<file path="config.mk">
export PLATFORM = sky130hd
export DESIGN_NAME = register_file
export DESIGN_NICKNAME = d
export VERILOG_FILES = /design/src/rtl/mips_pkg.sv /design/src/rtl/regfile_read_port.sv /design/src/rtl/register_file.sv
export SDC_FILE = /design/constraint.sdc
export NUM_CORES = 2
export LEC_CHECK = 0
export CAP_MARGIN = 30
export CORE_MARGIN = 4
export CORE_UTILIZATION = 60
export DETAILED_ROUTE_END_ITERATION = 8
export GPL_ROUTABILITY_DRIVEN = 0
export PLACE_DENSITY = 0.76
export SKIP_LAST_GASP = 1
export SLEW_MARGIN = 10
export SYNTH_ARGS = -nofsm -noshare
export SYNTH_HDL_FRONTEND = slang
export SYNTH_HIERARCHICAL = 1
export SYNTH_SLANG_ARGS = --single-unit
</file>
<file path="constraint.sdc">
create_clock -name clk -period 46.2 [get_ports clk]
set_input_delay 4.62 -clock clk [delete_from_list [all_inputs] [get_ports clk]]
set_output_delay 4.62 -clock clk [all_outputs]
set_load 0.05 [all_outputs]
</file>
<file path="src/rtl/mips_pkg.sv">
// Shared MIPS datapath constants: register-index width, data width and the
// index of the hardwired-zero register. Used by the register file, the
// datapath and the hazard unit.
package mips_pkg;

  localparam int REG_ADDR_W = 5;
  localparam int DATA_W     = 32;
  localparam int NUM_REGS   = 2 ** REG_ADDR_W;

  localparam logic [REG_ADDR_W-1:0] REG_ZERO = 5'd0;

  // True when a write with these controls would really land in a register
  function automatic logic writeTakesEffect(input logic regWriteCtrl,
                                            input logic [REG_ADDR_W-1:0] writeReg);
    return regWriteCtrl && (writeReg != REG_ZERO);
  endfunction

endpackage

</file>
<file path="src/rtl/regfile_read_port.sv">
// One combinational read port of the register file, including the
// same-cycle write-to-read bypass and the hardwired-zero register.
module regfile_read_port
  import mips_pkg::*;
#(
  parameter int DW = mips_pkg::DATA_W,
  parameter int AW = mips_pkg::REG_ADDR_W
) (
  input  logic                     rst,
  input  logic [AW-1:0]            readReg,
  input  logic [2**AW-1:1][DW-1:0] regs,
  input  logic                     bypassEn,
  input  logic [AW-1:0]            writeReg,
  input  logic [DW-1:0]            writeData,
  output logic [DW-1:0]            readData
);

  // Reset forces zero; a pending WB write to the same index wins over storage
  always_comb begin
    readData = '0;
    if (!rst) begin
      if (bypassEn && (readReg == writeReg)) begin
        readData = writeData;
      end else if (readReg != '0) begin
        readData = regs[readReg];
      end
    end
  end

endmodule

</file>
<file path="src/rtl/register_file.sv">
// MIPS general-purpose register file: 32 x 32-bit, two combinational read
// ports for ID, one synchronous write port from WB, r0 hardwired to zero,
// and a WB-to-ID bypass so a read sees the value being written this cycle.
module register_file
  import mips_pkg::*;
#(
  parameter int DW = mips_pkg::DATA_W,
  parameter int AW = mips_pkg::REG_ADDR_W
) (
  input  logic          clk,
  input  logic          rst,
  input  logic [AW-1:0] ReadReg1,
  input  logic [AW-1:0] ReadReg2,
  input  logic [AW-1:0] WriteReg,
  input  logic [DW-1:0] WriteData,
  input  logic          RegWrite_ctrl,
  output logic [DW-1:0] ReadData1,
  output logic [DW-1:0] ReadData2
);

  // r0 has no storage; entries 1..31 only
  logic [2**AW-1:1][DW-1:0] regs;
  logic                     writeEn;

  // A write to index 0 is discarded, so it must not bypass either
  always_comb begin
    writeEn = RegWrite_ctrl && (WriteReg != '0);
  end

  // Storage: async clear, then one write per edge from WB
  always_ff @(posedge clk or posedge rst) begin
    if (rst) begin
      regs <= '0;
    end else if (writeEn) begin
      regs[WriteReg] <= WriteData;
    end
  end

  regfile_read_port #(.DW(DW), .AW(AW)) uReadPort1 (
    .rst       (rst),
    .readReg   (ReadReg1),
    .regs      (regs),
    .bypassEn  (writeEn),
    .writeReg  (WriteReg),
    .writeData (WriteData),
    .readData  (ReadData1)
  );

  regfile_read_port #(.DW(DW), .AW(AW)) uReadPort2 (
    .rst       (rst),
    .readReg   (ReadReg2),
    .regs      (regs),
    .bypassEn  (writeEn),
    .writeReg  (WriteReg),
    .writeData (WriteData),
    .readData  (ReadData2)
  );

endmodule

</file>
==> results.sh <==
export IMPL_outcome="finished, final reports clean"
export IMPL_synth_edf_count=0
export IMPL_cts_buffers=102
export IMPL_dr_pass1_iters=6
export IMPL_setup_viol_count_final=0
export IMPL_fillers=6575
export IMPL_drive_gt1_frac=0.4207
export IMPL_maxCapViolations=0
export IMPL_clockRootBuffer="clkbuf_16"
export IMPL_min_from="regs[394]$_DFFE_PP0P_"
export IMPL_drtIter0Drc=4644
export IMPL_finalHoldViolCount=0
export IMPL_overflow=0
export IMPL_seq_area_sq_um=24820
export IMPL_io_pins=114
export IMPL_synth_common_cells="mux2_2, dfrtp_1, mux2i_1"
export IMPL_crit_type="input pin to output port"
export IMPL_r2r_end="regs[33]$_DFFE_PP0P_"
export IMPL_crit_fanout=85
export IMPL_clock_skew_ps=0
export IMPL_regMostFlops="regs"
export IMPL_power_density_nw_per_um2=42.58
export IMPL_crit_chain="buf_8 > buf_12 > buf_4 > buf_4 > mux4_2 > nand2_1 > nand2_1 > a221oi_1 > o21ai_1 > clkdlybuf4s50_1"
export IMPL_finalCritPeriodShare=0.3023
export IMPL_postCtsHoldBufs=0
export IMPL_final_cells=5364
export IMPL_reg2reg_slack_ps=45350
export IMPL_wl_mm=179.3
export IMPL_final_cell_area_sq_um=60890
export IMPL_syn_inst=4125
export IMPL_coreArea_sq_um=91800
export IMPL_worst_slew_pin_slew_ps=1132
export IMPL_critical_path_startpoint_type="input pin"
export IMPL_worstSetupEndpointType="output port"
export IMPL_r2r_start="regs[33]$_DFFE_PP0P_"
export IMPL_syn2layout_area_growth_pct=9.662
export IMPL_grt_pass1_wl_mm=263.3
export IMPL_synth_top_area_frac=0.4471
export IMPL_antenna_found_initial=2
export IMPL_via_count=39140
export IMPL_ys_types=52
export IMPL_synth_area_leaders="dfrtp_1, mux2_2, mux4_2"
export IMPL_synth_seq_area_share=0.4471
export IMPL_cpPeakStageDelay_ps=790
export IMPL_maxSlewViolCount=0
export IMPL_post_cts_resized=0
export IMPL_post_cts_buffers=0
export IMPL_ys_ff_latch=992
export IMPL_wl_per_cell_microns=33.42
export IMPL_fmax_mhz=71.61
export IMPL_clk_latency_ps=670
export IMPL_whs_path_depth=1
export IMPL_ant_nets=0
export IMPL_dp_hpwl_mm=100.6
export IMPL_row_count=111
export IMPL_leakage_nw=26.70
export IMPL_reg_top3="regs x992"
export IMPL_largest_register_ffs=992
export IMPL_clockBufferDepth=3
export IMPL_maxSlewHeadroom=0.2451
export IMPL_path_clk_slew_ps=60
export IMPL_ir_worst_vdd_mv=0.03057
export IMPL_avgSynthCellArea_sq_um=13.46
export IMPL_synthesis_nets=4175
export IMPL_die_w_microns=312.2
export IMPL_nNetsFinal=4083
export IMPL_drc=0
export IMPL_critPathSlowestCell="clkdlybuf4s50_1"
export IMPL_synth_most_common_cell="mux2_2"
export IMPL_critPathRequiredTime_ps=41580
export IMPL_whs_ps=505.2
export IMPL_start_util=0.6048
export IMPL_netlist_area_sq_um=55530
export IMPL_cts_sinks=992
export IMPL_fp_dieH_microns=312.2
export IMPL_dieArea_sq_um=97480
export IMPL_holdPathEnd="regs[394]$_DFFE_PP0P_"
export IMPL_ys_warn_count=6
export IMPL_cts_tree="built"
export IMPL_finalSetupTns_ps=0
export IMPL_path_delay_family="buffers and inverters"
export IMPL_min_period_ps=13960
export IMPL_grt_pass1_vias=39640
export IMPL_synth_top_cell_by_area="dfrtp_1"
export IMPL_htree_levels=3
export IMPL_place_area_sq_um=57270
export IMPL_track_usage=0.3619
export IMPL_holdCritPathClass="register to register"
export IMPL_r2r_cells=1
export IMPL_port_buffers=113
export IMPL_grt_start_max_net_pins=163
export IMPL_rsz0062_at_grt="no"
export IMPL_cp_num_buf_inv=5
export IMPL_fin_total_pwr_w=0.002593
export IMPL_synth_top_flop_cell="dfrtp_1"
export IMPL_via_per_inst=7.296
export IMPL_multi_input_area_sq_um=28480
export IMPL_async_flop_share=1.000
export IMPL_arrival_ps=9340
export IMPL_place_inst=5166
## layout by cell type, fill, tap and decap left out, types with 21 or more instances in the layout
master | synthesis | layout
a21oi_1 | 72 | 72
a221o_1 | 84 | 84
a221oi_1 | 34 | 34
a22oi_1 | 24 | 24
a32o_1 | 42 | 42
buf_4 | 31 | 98
buf_8 | 2 | 21
clkbuf_1 | 176 | 26
clkbuf_16 | 0 | 107
clkbuf_8 | 0 | 22
clkdlybuf4s50_1 | 0 | 102
clkinv_2 | 0 | 21
dfrtp_1 | 992 | 992
mux2_1 | 96 | 96
mux2_2 | 1132 | 1132
mux2i_1 | 328 | 328
mux4_2 | 242 | 242
nand2_1 | 182 | 169
nand3_1 | 68 | 64
nor2_1 | 36 | 25
nor2b_1 | 58 | 54
o21ai_0 | 68 | 68
o221ai_1 | 68 | 68
o22ai_1 | 30 | 30
## where the power goes
group / switching (W) / total (W) / internal [W]
Clock: 0.000359 / 0.000862 / 0.000504
Combinational: 0.000255 / 0.000567 / 0.000311
Sequential: 0.000124 / 0.00116 / 0.00104
Total: 0.000738 / 0.00259 / 0.00185
## worst max-delay path by stage
stage	startpoint	end	slack (ps)	cells past startpoint
after CTS	ReadReg1[0]	ReadData1[6]	32290	10
after floorplan	rst	regs[0]$_DFFE_PP0P_	13670	1
after detailed placement	ReadReg1[0]	ReadData1[6]	32310	10
final	ReadReg1[0]	ReadData1[31]	32240	10
after global routing	ReadReg1[0]	ReadData1[31]	32060	10
after global placement	ReadReg1[0]	ReadData1[6]	32320	10
## metal layers
metal | GRT usage | share of wire
met2 | 0.5349 | 0.44
met1 | 0.4988 | 0.39
met4 | 0.1770 | 0.057
met3 | 0.09860 | 0.12
met5 | 0 | 0.000073
## final cells by class
type,instances,area share
inverter,5,0.0004315
timing repair buffer,243,0.04138
multi-input combinational,2689,0.4677
tap,1243,0.02554
sequential,992,0.4077
clock inverter,35,0.006637
clock buffer,155,0.05055
antenna,2,0.00008219
## kinds of logic (layout without fill, tap and decap cells)
| group | count (synthesis) | count (layout) | share of synthesized area |
|---|---|---|---|
| AND/OR/NAND/NOR | 392 | 392 | 0.03398 |
| AO/OA/AOI/OAI | 489 | 489 | 0.06726 |
| multiplexers | 1798 | 1798 | 0.4063 |
| flip-flops | 992 | 992 | 0.4471 |
| buffers and inverters | 444 | 438 | 0.04378 |
| other | 0 | 2 | 0 |
| XOR/XNOR | 10 | 10 | 0.001577 |
## per-stage QoR
step / setup WS [ps] / util
3_5_place_dp: 32310 / 0.6239
3_3_place_gp: 32320 / 0.6190
5_1_grt: 32060 / 0.6632
2_1_floorplan: 13670 / -
6_report: 32240 / 0.6633
4_1_cts: 32290 / 0.6618
Power figures use the tool's default switching activity.
